File: src/rtl/store_narrow_unit.sv
// Store narrowing unit: truncates a register value to byte/half/word and writes it
// into a word-only data memory, using read-modify-write for sub-word stores.
module store_narrow_unit #(
    parameter int ADDR_WIDTH = 32
) (
    input  logic                  clk_i,
    input  logic                  rst_ni,
    input  logic                  start_i,
    input  logic [1:0]            size_i,
    input  logic [ADDR_WIDTH-1:0] addr_i,
    input  logic [31:0]           writeData_i,
    output logic                  busy_o,
    output logic                  done_o,
    output logic                  misaligned_o,
    output logic [ADDR_WIDTH-1:0] memAddr_o,
    output logic                  memRead_o,
    output logic                  memWrite_o,
    output logic [31:0]           memWriteData_o,
    input  logic [31:0]           memReadData_i,
    input  logic                  memReady_i
);

    typedef enum logic [1:0] {
        IDLE  = 2'b00,
        READ  = 2'b01,
        WRITE = 2'b10
    } state_t;

    localparam logic [1:0] SIZE_WORD = 2'b00;
    localparam logic [1:0] SIZE_HALF = 2'b01;
    localparam logic [1:0] SIZE_BYTE = 2'b10;

    state_t                  state_q, state_d;
    logic [ADDR_WIDTH-1:0]   addr_q, addr_d;
    logic [1:0]              size_q, size_d;
    logic [15:0]             wdata_q, wdata_d;
    logic [31:0]             word_q, word_d;
    logic                    done_q, done_d;
    logic                    mis_q, mis_d;
    logic                    busy_q, busy_d;
    logic                    memRead_q, memRead_d;
    logic                    memWrite_q, memWrite_d;
    logic                    alignOk;
    logic                    startAccept;

    // Replace only the addressed little-endian lane of the word read back from memory.
    function automatic logic [31:0] mergeLane(input logic [31:0] oldWord,
                                              input logic [15:0] newData,
                                              input logic [1:0]  size,
                                              input logic [1:0]  lane);
        logic [31:0] result;
        result = oldWord;
        if (size == SIZE_HALF) begin
            if (lane[1]) begin
                result[31:16] = newData;
            end else begin
                result[15:0] = newData;
            end
        end else begin
            case (lane)
                2'd0:    result[7:0]   = newData[7:0];
                2'd1:    result[15:8]  = newData[7:0];
                2'd2:    result[23:16] = newData[7:0];
                default: result[31:24] = newData[7:0];
            endcase
        end
        return result;
    endfunction

    always_comb begin
        alignOk = 1'b0;
        case (size_i)
            SIZE_WORD: alignOk = (addr_i[1:0] == 2'b00);
            SIZE_HALF: alignOk = ~addr_i[0];
            SIZE_BYTE: alignOk = 1'b1;
            default:   alignOk = 1'b0;
        endcase
    end

    assign startAccept = (state_q == IDLE) && start_i;

    always_ff @(posedge clk_i or negedge rst_ni) begin
        if (!rst_ni) begin
            state_q <= IDLE;
        end else begin
            state_q <= state_d;
        end
    end

    always_comb begin
        state_d = state_q;
        case (state_q)
            IDLE: begin
                if (start_i && alignOk) begin
                    state_d = (size_i == SIZE_WORD) ? WRITE : READ;
                end
            end
            READ: begin
                if (memReady_i) begin
                    state_d = WRITE;
                end
            end
            WRITE: begin
                if (memReady_i) begin
                    state_d = IDLE;
                end
            end
            default: state_d = IDLE;
        endcase
    end

    // Every output is computed one cycle ahead so that all of them leave flops.
    always_comb begin
        addr_d     = addr_q;
        size_d     = size_q;
        wdata_d    = wdata_q;
        word_d     = word_q;
        done_d     = 1'b0;
        mis_d      = 1'b0;
        busy_d     = (state_d == READ) || (state_d == WRITE);
        memRead_d  = (state_d == READ);
        memWrite_d = (state_d == WRITE);
        if (startAccept) begin
            addr_d  = addr_i;
            size_d  = size_i;
            wdata_d = writeData_i[15:0];
            if (!alignOk) begin
                done_d = 1'b1;
                mis_d  = 1'b1;
            end else if (size_i == SIZE_WORD) begin
                word_d = writeData_i;
            end
        end
        if ((state_q == READ) && memReady_i) begin
            word_d = mergeLane(memReadData_i, wdata_q, size_q, addr_q[1:0]);
        end
        if ((state_q == WRITE) && memReady_i) begin
            done_d = 1'b1;
        end
    end

    always_ff @(posedge clk_i or negedge rst_ni) begin
        if (!rst_ni) begin
            addr_q     <= '0;
            size_q     <= 2'b00;
            wdata_q    <= 16'h0000;
            word_q     <= 32'h0000_0000;
            done_q     <= 1'b0;
            mis_q      <= 1'b0;
            busy_q     <= 1'b0;
            memRead_q  <= 1'b0;
            memWrite_q <= 1'b0;
        end else begin
            addr_q     <= addr_d;
            size_q     <= size_d;
            wdata_q    <= wdata_d;
            word_q     <= word_d;
            done_q     <= done_d;
            mis_q      <= mis_d;
            busy_q     <= busy_d;
            memRead_q  <= memRead_d;
            memWrite_q <= memWrite_d;
        end
    end

    assign busy_o         = busy_q;
    assign done_o         = done_q;
    assign misaligned_o   = mis_q;
    assign memRead_o      = memRead_q;
    assign memWrite_o     = memWrite_q;
    assign memWriteData_o = word_q;
    assign memAddr_o      = {addr_q[ADDR_WIDTH-1:2], 2'b00};

endmodule

File: config.mk
export PLATFORM = sky130hd
export DESIGN_NAME = store_narrow_unit
export DESIGN_NICKNAME = d
export VERILOG_FILES = /design/src/rtl/store_narrow_unit.sv
export SDC_FILE = /design/constraint.sdc
export NUM_CORES = 1
export LEC_CHECK = 0
export ABC_AREA = 0
export ABC_CLOCK_PERIOD_IN_PS = 5800
export BUFFER_PORTS_ARGS = -buffer_cell sky130_fd_sc_hd__buf_4
export CORE_MARGIN = 2
export CORE_UTILIZATION = 53
export DETAILED_ROUTE_END_ITERATION = 8
export PLACE_DENSITY = 0.86
export SYNTH_ARGS = -nofsm -noshare
export SYNTH_HDL_FRONTEND = slang
export SYNTH_SLANG_ARGS = --single-unit
export TNS_END_PERCENT = 5
File: constraint.sdc
create_clock -name clk_i -period 5.8 [get_ports clk_i]
set_clock_uncertainty 0.15 [all_clocks]
set_input_delay 0 -clock clk_i [delete_from_list [all_inputs] [get_ports clk_i]]
set_output_delay 0 -clock clk_i [all_outputs]
set_load 0.02 [all_outputs]
### Word level (Yosys, flattened, before mapping)

Cells that the tools add are included.

| cells by class | value |
|---|---|
| bitwise logic cells | 1 |
| reduce and logical (&&, ||, !) cells | 14 |
| equality and inequality tests | 9 |
| mux-type cells | 20 |

Operators with widths:

| cell | count |
|---|---|
| $mux W32 | 5 |
| $mux W16 | 2 |
| $mux W8 | 4 |
| $eq A2 B1 Y1 const B | 5 |
| $eq A2 B2 Y1 const B | 4 |
| $logic_not A2 Y1 | 4 |
| $mux W2 | 4 |
| $pmux W2 S3 | 1 |
| $reduce_bool A2 Y1 | 3 |
| $logic_and A1 B1 Y1 | 4 |
| $mux W1 | 3 |
| $pmux W1 S3 | 1 |
| $reduce_and A3 Y1 | 1 |
| $reduce_or A3 Y1 | 1 |
| $logic_or A1 B1 Y1 | 1 |
| $not A1 Y1 | 1 |

| word-level totals | value |
|---|---|
| output and inout bits | 69 |
| register bits | 89 |
| input port bits | 102 |

### Longest topological paths before layout

Gate-level depths: netlist of run 1.

| depth | value |
|---|---|
| word-level depth | 7 |
| depth in mapped cells | 9 |

### Least setup slack after synthesis of run 1

Ideal clock, no wire load.

| path | value |
|---|---|
| path kind | register -> register |
| start point | register state_q[1] |
| end point | register busy_q (netlist: busy_o) |
| library setup time | 63 ps |
| cell stages (with the launch flop) | 10 |
| data arrival time | 1,802 ps |
| setup slack | 3,785 ps |
| cell sequence | dfrtp_1 clkbuf_1 nor3b_4 and3_1 buf_4 buf_6 a21oi_1 o22ai_1 ha_1 inv_1 |

| between the ends | value |
|---|---|
| cells in the longest elaborated chain, start to end | 4 |

RTL lines:

| element | line | source |
|---|---|---|
| from (decl) | 33 | `state_t state_q, state_d;` |
| from (signal assigned) | 86 | `state_q <= state_d;` |
| $eq A2 B2 Y1, or another cell as far along | 92 | `case (state_q)` |
| $pmux W2 S3 (*) | 92 |  |
| net state_d[1] | 33 |  |
| $eq A2 B1 Y1 or $eq A2 B2 Y1 (tied branches) | 120 | `busy_d = (state_d == READ) \|\| (state_d == WRITE);` |
| $logic_or A1 B1 Y1 (*) | 120 |  |
| net busy_d | 40 | `logic busy_q, busy_d;` |
| to (signal assigned) | 160 | `busy_q <= busy_d;` |
| to (decl) | 40 |  |

The timed path passes the listed nets; every way through them passes the cells marked *.
A chain may end at the register's enable or synchronous reset.

### Final worst setup path of run 1

| path | value |
|---|---|
| start point | register state_q[0] |
| end point | register word_q[31] (netlist: memWriteData_o[31]) |

| between the ends | value |
|---|---|
| cells in the longest elaborated chain, start to end | 4 |

RTL lines:

| element | line | source |
|---|---|---|
| $eq A2 B1 Y1 or $logic_not A2 Y1 (tied branches) | 134, 80 |  |
| $logic_and A1 B1 Y1, on equally long branches | 134, 80 |  |
| $reduce_bool A2 Y1 (no source line) | - |  |
| $reduce_and A3 Y1 (no source line) | - |  |
| to (signal assigned) | 157 | `word_q <= word_d;` |
| to (decl) | 37 | `logic [31:0] word_q, word_d;` |

Several ways; a longest one is shown, not always the timed one.

==> results by group, run 1 <==
Global routing
  • Total global routing overflow: 0
  • Gr usage total: 0.307
  • Largest net degree at the start of global routing: 90
  • Initial antenna violation count: 0
  • First-pass GRT wire length: 20700 um
  • Vias in the first global route: 4118

Timing
  • RSZ-0062 raised after global routing: false
  • Min Clock Period, post-route: 3.04 ns
  • Setup violations, final: 0
  • Max-slew violations: 0
  • Fin crit share: 0.524
  • Worst slew pin tran: 1.15 ns
  • Fmax: 0.329 GHz
  • Relative max-transition margin: 0.235
  • Final Hold Vio Count: 0
  • Setup TNS: 0 ns

Logic synthesis
  • Sequential share of the synthesized area: 0.516
  • Synth Area in Simple Gates: 0.0771
  • Post-Synth XOR/XNOR Area: 0
  • Mux contribution to synthesized area: 0.209
  • Ys Warns: 0
  • Mapped Area: 4320 um^2
  • Synthesized flop and latch total: 89
  • Library cells used by synthesis: 31
  • Mean post-synth cell area: 11.8 um^2
  • Top-area cell type share of the netlist area: 0.516
  • Adder-Cell Fraction of Synth Area: 0.00579
  • Complex-gate fraction of the synthesized area: 0.0936
  • Largest cells by area after synthesis: dfrtp_1, mux2_2, mux2i_1
  • Largest area contributor in the netlist: dfrtp_1
  • Mapped Cells: 367
  • Largest family of logic cells by synthesized area: multiplexers

Power and ir drop
  • Tot Pwr: 2810 uW
  • Max IR drop VDD: 0.254 mV
  • Power Density: 425 nW/um^2
  • Static leakage: 0.00306 uW

CTS
  • Worst-path clk slew: 0.10 ns
  • Clock latency on the worst-skew pair: 0.36 ns
  • H-tree levels: 3
  • Clk sink count: 89
  • Setup Fix Bufs, Post-CTS: 0
  • TritonCTS Buffers: 9
  • CTS root buf: clkbuf_8
  • PostCTS Resize Cnt: 0
  • CTS tree: built
  • Max Root-Sink Buffers: 2

Place
  • Port Buffers: 168
  • Gpl congestion: 0.820
  • Cell Area, Placed: 5380 um^2
  • Cell count after placement: 587
  • Post-DP HPWL: 7590 um

Drt
  • Drt wl/cell: 19.3 um
  • Vias/cell: 5.51
  • ANT nets after route: 0
  • TritonRoute pass-1 iters: 5
  • Routed WL: 13600 um
  • Drc violations: 0
  • Vias: 3881
  • Initial DRC count: 268

Setup path
  • Nature of the critical path startpoint: flop
  • CP endpoint kind: flop
  • WS Path Type: flop to flop
  • Required time of the critical path: 5.96 ns
  • CP Max Fanout: 50
  • Worst EP arrival: 3.20 ns

Min path
  • Worst min path class: input port to flop

Cells and area
  • Layout fillers: 385
  • Final Util: 0.847
  • Nets: 700
  • Final Non-Filler Cells: 704
  • Area grow syn2layout: 53.0%
  • Final Cell Area: 6610 um^2
  • Share of cells above drive strength 1: 0.404

Floorplanning
  • Core area: 7810 um^2
  • Die area: 8890 um^2
  • I/O pin cnt: 171
  • Initial cell density of the core: 0.553
  • FP Rows: 32
  • Die W: 94.3 um
  • Die Ht: 94.3 um

Run
  • Maxcap violations: 0

Status
  • Status: complete, no violations
-- where the power goes --
group	total, uW	leakage, uW	internal (uW)	switching [uW]
combinational	1300	0.00190	670	633
clock	485	0.000107	247	238
sequential	1020	0.00105	853	171
-- layout by cell type, fill, tap and decap left out, drive strengths merged --
cell	synthesis	layout
dlygate4sd3	0	100
nor3b	2	2
bufinv	0	2
diode	0	1
a221oi	10	10
inv	20	23
nand3b	6	6
nor3	2	2
buf	42	170
clkbuf	11	9
o21ai	7	7
o21bai	1	1
o221ai	16	16
nand2b	10	10
o21ba	1	1
a21oi	7	7
mux2	51	51
o22a	1	1
mux2i	33	33
ha	2	2
clkinvlp	0	2
dfrtp	89	89
and2	1	1
a222oi	6	6
o22ai	2	2
nand2	35	35
and3	1	1
nor2b	2	2
conb	1	2
nor2	7	7
or2	1	1
-- worst max-delay path, stage by stage, from the launching register on --
cell	delay, ns
dfrtp_1	0.48
nor3b_4	0.23
and3_2	0.96
mux2i_1	0.23
a222oi_1	0.30
dlygate4sd3_1	0.61
-- synth_stat cells --
master / n
a21oi_2: 2
and3_1: 1
buf_6: 2
dfrtp_1: 89
nor3b_1: 1
o21ai_0: 7
a21oi_1: 5
a221oi_1: 10
buf_2: 7
o22a_1: 1
mux2i_1: 33
buf_4: 33
nor2_1: 7
inv_1: 20
a222oi_1: 6
nor3b_4: 1
nor3_1: 2
conb_1: 1
nand3b_1: 6
o221ai_1: 16
o21ba_2: 1
clkbuf_1: 11
and2_1: 1
mux2_2: 51
or2_2: 1
ha_1: 2
nand2_1: 35
nor2b_1: 2
nand2b_1: 10
o21bai_1: 1
o22ai_1: 2
-- logic make-up after synthesis --
family,Yosys count
muxes,84
adders and majority gates,2
and+or+nand+nor,67
DFF,89
AOI/OAI and AO/OA,51
buffers and inverters,73
other,1
-- sequential cells by signal, indices dropped and copies added, names as in the netlist --
name	count
memRead_o	1
busy_o	1
addr_q	32
state_q	2
size_q	2
done_o	1
misaligned_o	1
memWriteData_o	32
memWrite_o	1
wdata_q	16
-- layout make-up --
cell class,instances,area [um^2],area share
Timing Repair Buffer,270,2280,0.345
Tap cell,102,128,0.0193
Sequential cell,89,2230,0.337
Multi-Input combinational cell,206,1680,0.253
Clock buffer,9,124,0.0187
Clock inverter,7,101,0.0153
Antenna cell,1,2.50,0.000379
Inverter,20,75.1,0.0114
-- path summary, 6_finish.rpt --
kind / cells after the start / slack (ns) / from / end
setup / recovery: 5 / 2.76 / state_q[0]$_DFF_PN0_ / memWriteData_o[31]$_DFFE_PN0P_
hold / removal: 3 / 0.01 / start_i / state_q[0]$_DFF_PN0_
setup reg to reg: 5 / 2.76 / state_q[0]$_DFF_PN0_ / memWriteData_o[31]$_DFFE_PN0P_
hold reg to reg: 1 / 0.36 / wdata_q[9]$_DFFE_PN0P_ / wdata_q[9]$_DFFE_PN0P_
max in group asynchronous: 2 / 4.54 / rst_ni / memWriteData_o[29]$_DFFE_PN0P_
min in group asynchronous: 2 / 0.25 / rst_ni / addr_q[30]$_DFFE_PN0P_
-- per-stage QoR --
step / setup slack, ns / hold WS [ns]
floorplan: 3.78 / -0.446
global placement: 3.35 / 0.0591
detailed placement: 3.23 / 0.0659
CTS: 2.87 / 0.000776
global route: 2.61 / 0.0144
finish: 2.76 / 0.0133
-- per-layer routing --
layer | global-route usage | part of all wire
met2 | 0.550 | 0.54
met3 | 0.0546 | 0.055
met4 | 0.169 | 0.047
met1 | 0.344 | 0.36
met5 | 0 | 0
-- timing repair --
item | 4_1_cts | 5_1_grt
hold buffers | 100 | 0
endpoints found under the setup margin | 0 | 0
endpoints found under the hold margin | 175 | 0
Power figures use the tool's default switching activity.
==> run 2: changes to the inputs <==
- ABC_AREA: 0 -> 1
- ABC_CLOCK_PERIOD_IN_PS: 5800 -> 2600
- CORE_UTILIZATION: 53 -> 47
- PLACE_DENSITY: 0.86 -> 0.78
- clock period: 5.8 -> 2.6 ns (I/O delays scaled with it)
==> results by group, run 2 <==
Floorplanning
  • Die W: 110 um
  • Core area: 10900 um^2
  • FP Rows: 38
  • Initial cell density of the core: 0.483
  • I/O pin cnt: 171
  • Die Ht: 110 um
  • Die area: 12000 um^2

Logic synthesis
  • Commonest cells post-synth: nand2_1, dfrtp_1, nand3_1, inv_1, buf_4
  • FFs w/ async S/R, synth: 1.00
  • Mapped Area: 5260 um^2
  • Most used DFF post-synth: dfrtp_1
  • Library cells used by synthesis: 25
  • Ys Warns: 0
  • Mean post-synth cell area: 6.87 um^2
  • Post-synth EDFFs: 0
  • Synthesized flop and latch total: 89
  • Sequential share of the synthesized area: 0.424
  • Mapped Cells: 765
  • Largest area contributor in the netlist: dfrtp_1
  • Top-area cell type share of the netlist area: 0.424
  • Largest cells by area after synthesis: dfrtp_1, nand2_1, nand3_1
  • Cell with the most instances after synthesis: nand2_1

Status
  • Status: complete, no violations

Timing
  • Max-slew violations: 0
  • RSZ-0062 raised after global routing: false
  • Setup violations, final: 0
  • Relative max-transition margin: 0.489
  • Setup TNS: 0 ns
  • Worst slew pin tran: 0.767 ns
  • Fin crit share: 0.937
  • Min Clock Period, post-route: 2.44 ns
  • Fmax: 0.410 GHz
  • Final Hold Vio Count: 0

Drt
  • Vias/cell: 5.00
  • Vias: 5647
  • Drc violations: 0
  • ANT nets after route: 0
  • Drt wl/cell: 14.5 um
  • TritonRoute pass-1 iters: 8
  • Initial DRC count: 435
  • Routed WL: 16400 um

Place
  • Cell Area, Placed: 6330 um^2
  • Port Buffers: 168
  • Gpl congestion: 0.953
  • Post-DP HPWL: 10400 um

Global routing
  • Initial antenna violation count: 0
  • Total global routing overflow: 0
  • Vias in the first global route: 5485
  • First-pass GRT wire length: 26100 um
  • Gr usage total: 0.280
  • Largest net degree at the start of global routing: 57

Power and ir drop
  • Static leakage: 0.00417 uW
  • Power Internal: 3620 uW
  • Switching Share: 0.427
  • Sequential power share: 0.358
  • Max IR drop VDD: 0.479 mV
  • Tot Pwr: 6320 uW
  • Clock share of power: 0.174
  • Logic pwr share: 0.468
  • Power Density: 835 nW/um^2
  • Net Sw Power: 2690 uW

CTS
  • CTS root buf: clkbuf_8
  • PostCTS Resize Cnt: 0
  • H-tree levels: 3
  • CTS tree: built
  • Clk sink count: 89
  • Max Root-Sink Buffers: 2
  • Clock latency on the worst-skew pair: 0.37 ns
  • Worst-path clk slew: 0.10 ns
  • TritonCTS Buffers: 9

Setup path
  • R2R Setup Slk: 0.16 ns
  • CP endpoint kind: flop
  • Worst EP arrival: 2.59 ns
  • Nature of the critical path startpoint: flop
  • WS Path Type: flop to flop
  • Required time of the critical path: 2.76 ns
  • CP Max Fanout: 32

Cells and area
  • Share of cells above drive strength 1: 0.217
  • Layout fillers: 863
  • Nets: 1089
  • Most common cell after layout, fill and taps aside: nand2_1
  • Final Cell Area: 7560 um^2
  • Area grow syn2layout: 44.0%
  • Most frequent cells in the layout: nand2_1, buf_4, dlygate4sd3_1
  • Antenna cells: 0

Min path
  • Worst min path class: input port to asynchronous set/reset pin

Run
  • Maxcap violations: 0
[run 2: area by class of cell]
class                      count  area [um^2]  share of cell area
inverter                      73          279              0.0369
clock inverter                 7          100              0.0132
sequential                    89         2230               0.294
timing repair buffer         278         2360               0.313
clock buffer                   9          124              0.0164
tap                          140          175              0.0232
multi-input combinational    534         2290               0.303
[run 2: critical path: stages, from the launching register on]
cell           delay, ns
dfrtp_1             0.40
inv_2               0.11
nand3_4             0.22
nand2_2             0.58
nand3_1             0.20
dlygate4sd3_1       0.62
nand2_1             0.09
[run 2: worst paths after layout]
| kind | cells past startpoint | from | endpoint |
|---|---|---|---|
| worst max-delay path | 6 | state_q[1]$_DFF_PN0_ | memWriteData_o[18]$_DFFE_PN0P_ |
| worst min register to register | 2 | addr_q[26]$_DFFE_PN0P_ | addr_q[26]$_DFFE_PN0P_ |
| worst min-delay path | 2 | rst_ni | memWriteData_o[18]$_DFFE_PN0P_ |
| worst max register to register | 6 | state_q[1]$_DFF_PN0_ | memWriteData_o[18]$_DFFE_PN0P_ |
| max in group asynchronous | 3 | rst_ni | addr_q[2]$_DFFE_PN0P_ |
| min in group clk_i | 4 | addr_i[11] | addr_q[11]$_DFFE_PN0P_ |
[run 2: timing repair]
item,in CTS,in global routing
setup buffers,0,0
endpoints found under the hold margin,141,0
hold buffers,101,0
[run 2: metrics by stage]
step	hold slack [ns]	utilization	setup WS (ns)	cells
finish	0.0925	0.695	0.163	1130
global route	0.166	0.695	0.0535	1130
CTS	0.102	0.695	0.266	1130
detailed placement	-0.0345	0.581	0.416	1013
global placement	-0.0401	0.581	0.491	1013
floorplan	-0.446	-	1.04	766
[run 2: logic make-up (layout without fill, tap and decap cells)]
family | after synthesis | after routing | synth area share
DFF | 89 | 89 | 0.424
buffers and inverters | 143 | 367 | 0.140
AOI/OAI and AO/OA | 55 | 55 | 0.0538
other | 1 | 2 | 0.000714
adders and majority gates | 2 | 2 | 0.00476
and+or+nand+nor | 475 | 475 | 0.377
[run 2: metal layers]
metal,up-vias,GRT usage,part of all wire
met3,45,0.0445,0.079
li1,2757,-,-
met4,0,0.117,0.029
met5,-,0,0
met2,277,0.484,0.49
met1,2568,0.345,0.40
[run 2: power groups by stage]
| stage | logic, uW | clock network, uW | registers [uW] |
|---|---|---|---|
| 2_1_floorplan | 1630 | 0 | 2480 |
| 3_3_place_gp | 2740 | 0 | 2270 |
| 3_5_place_dp | 2790 | 0 | 2260 |
| 4_1_cts | 2920 | 1100 | 2250 |
| 5_1_grt | 3260 | 1160 | 2320 |
| 6_report | 2960 | 1100 | 2260 |
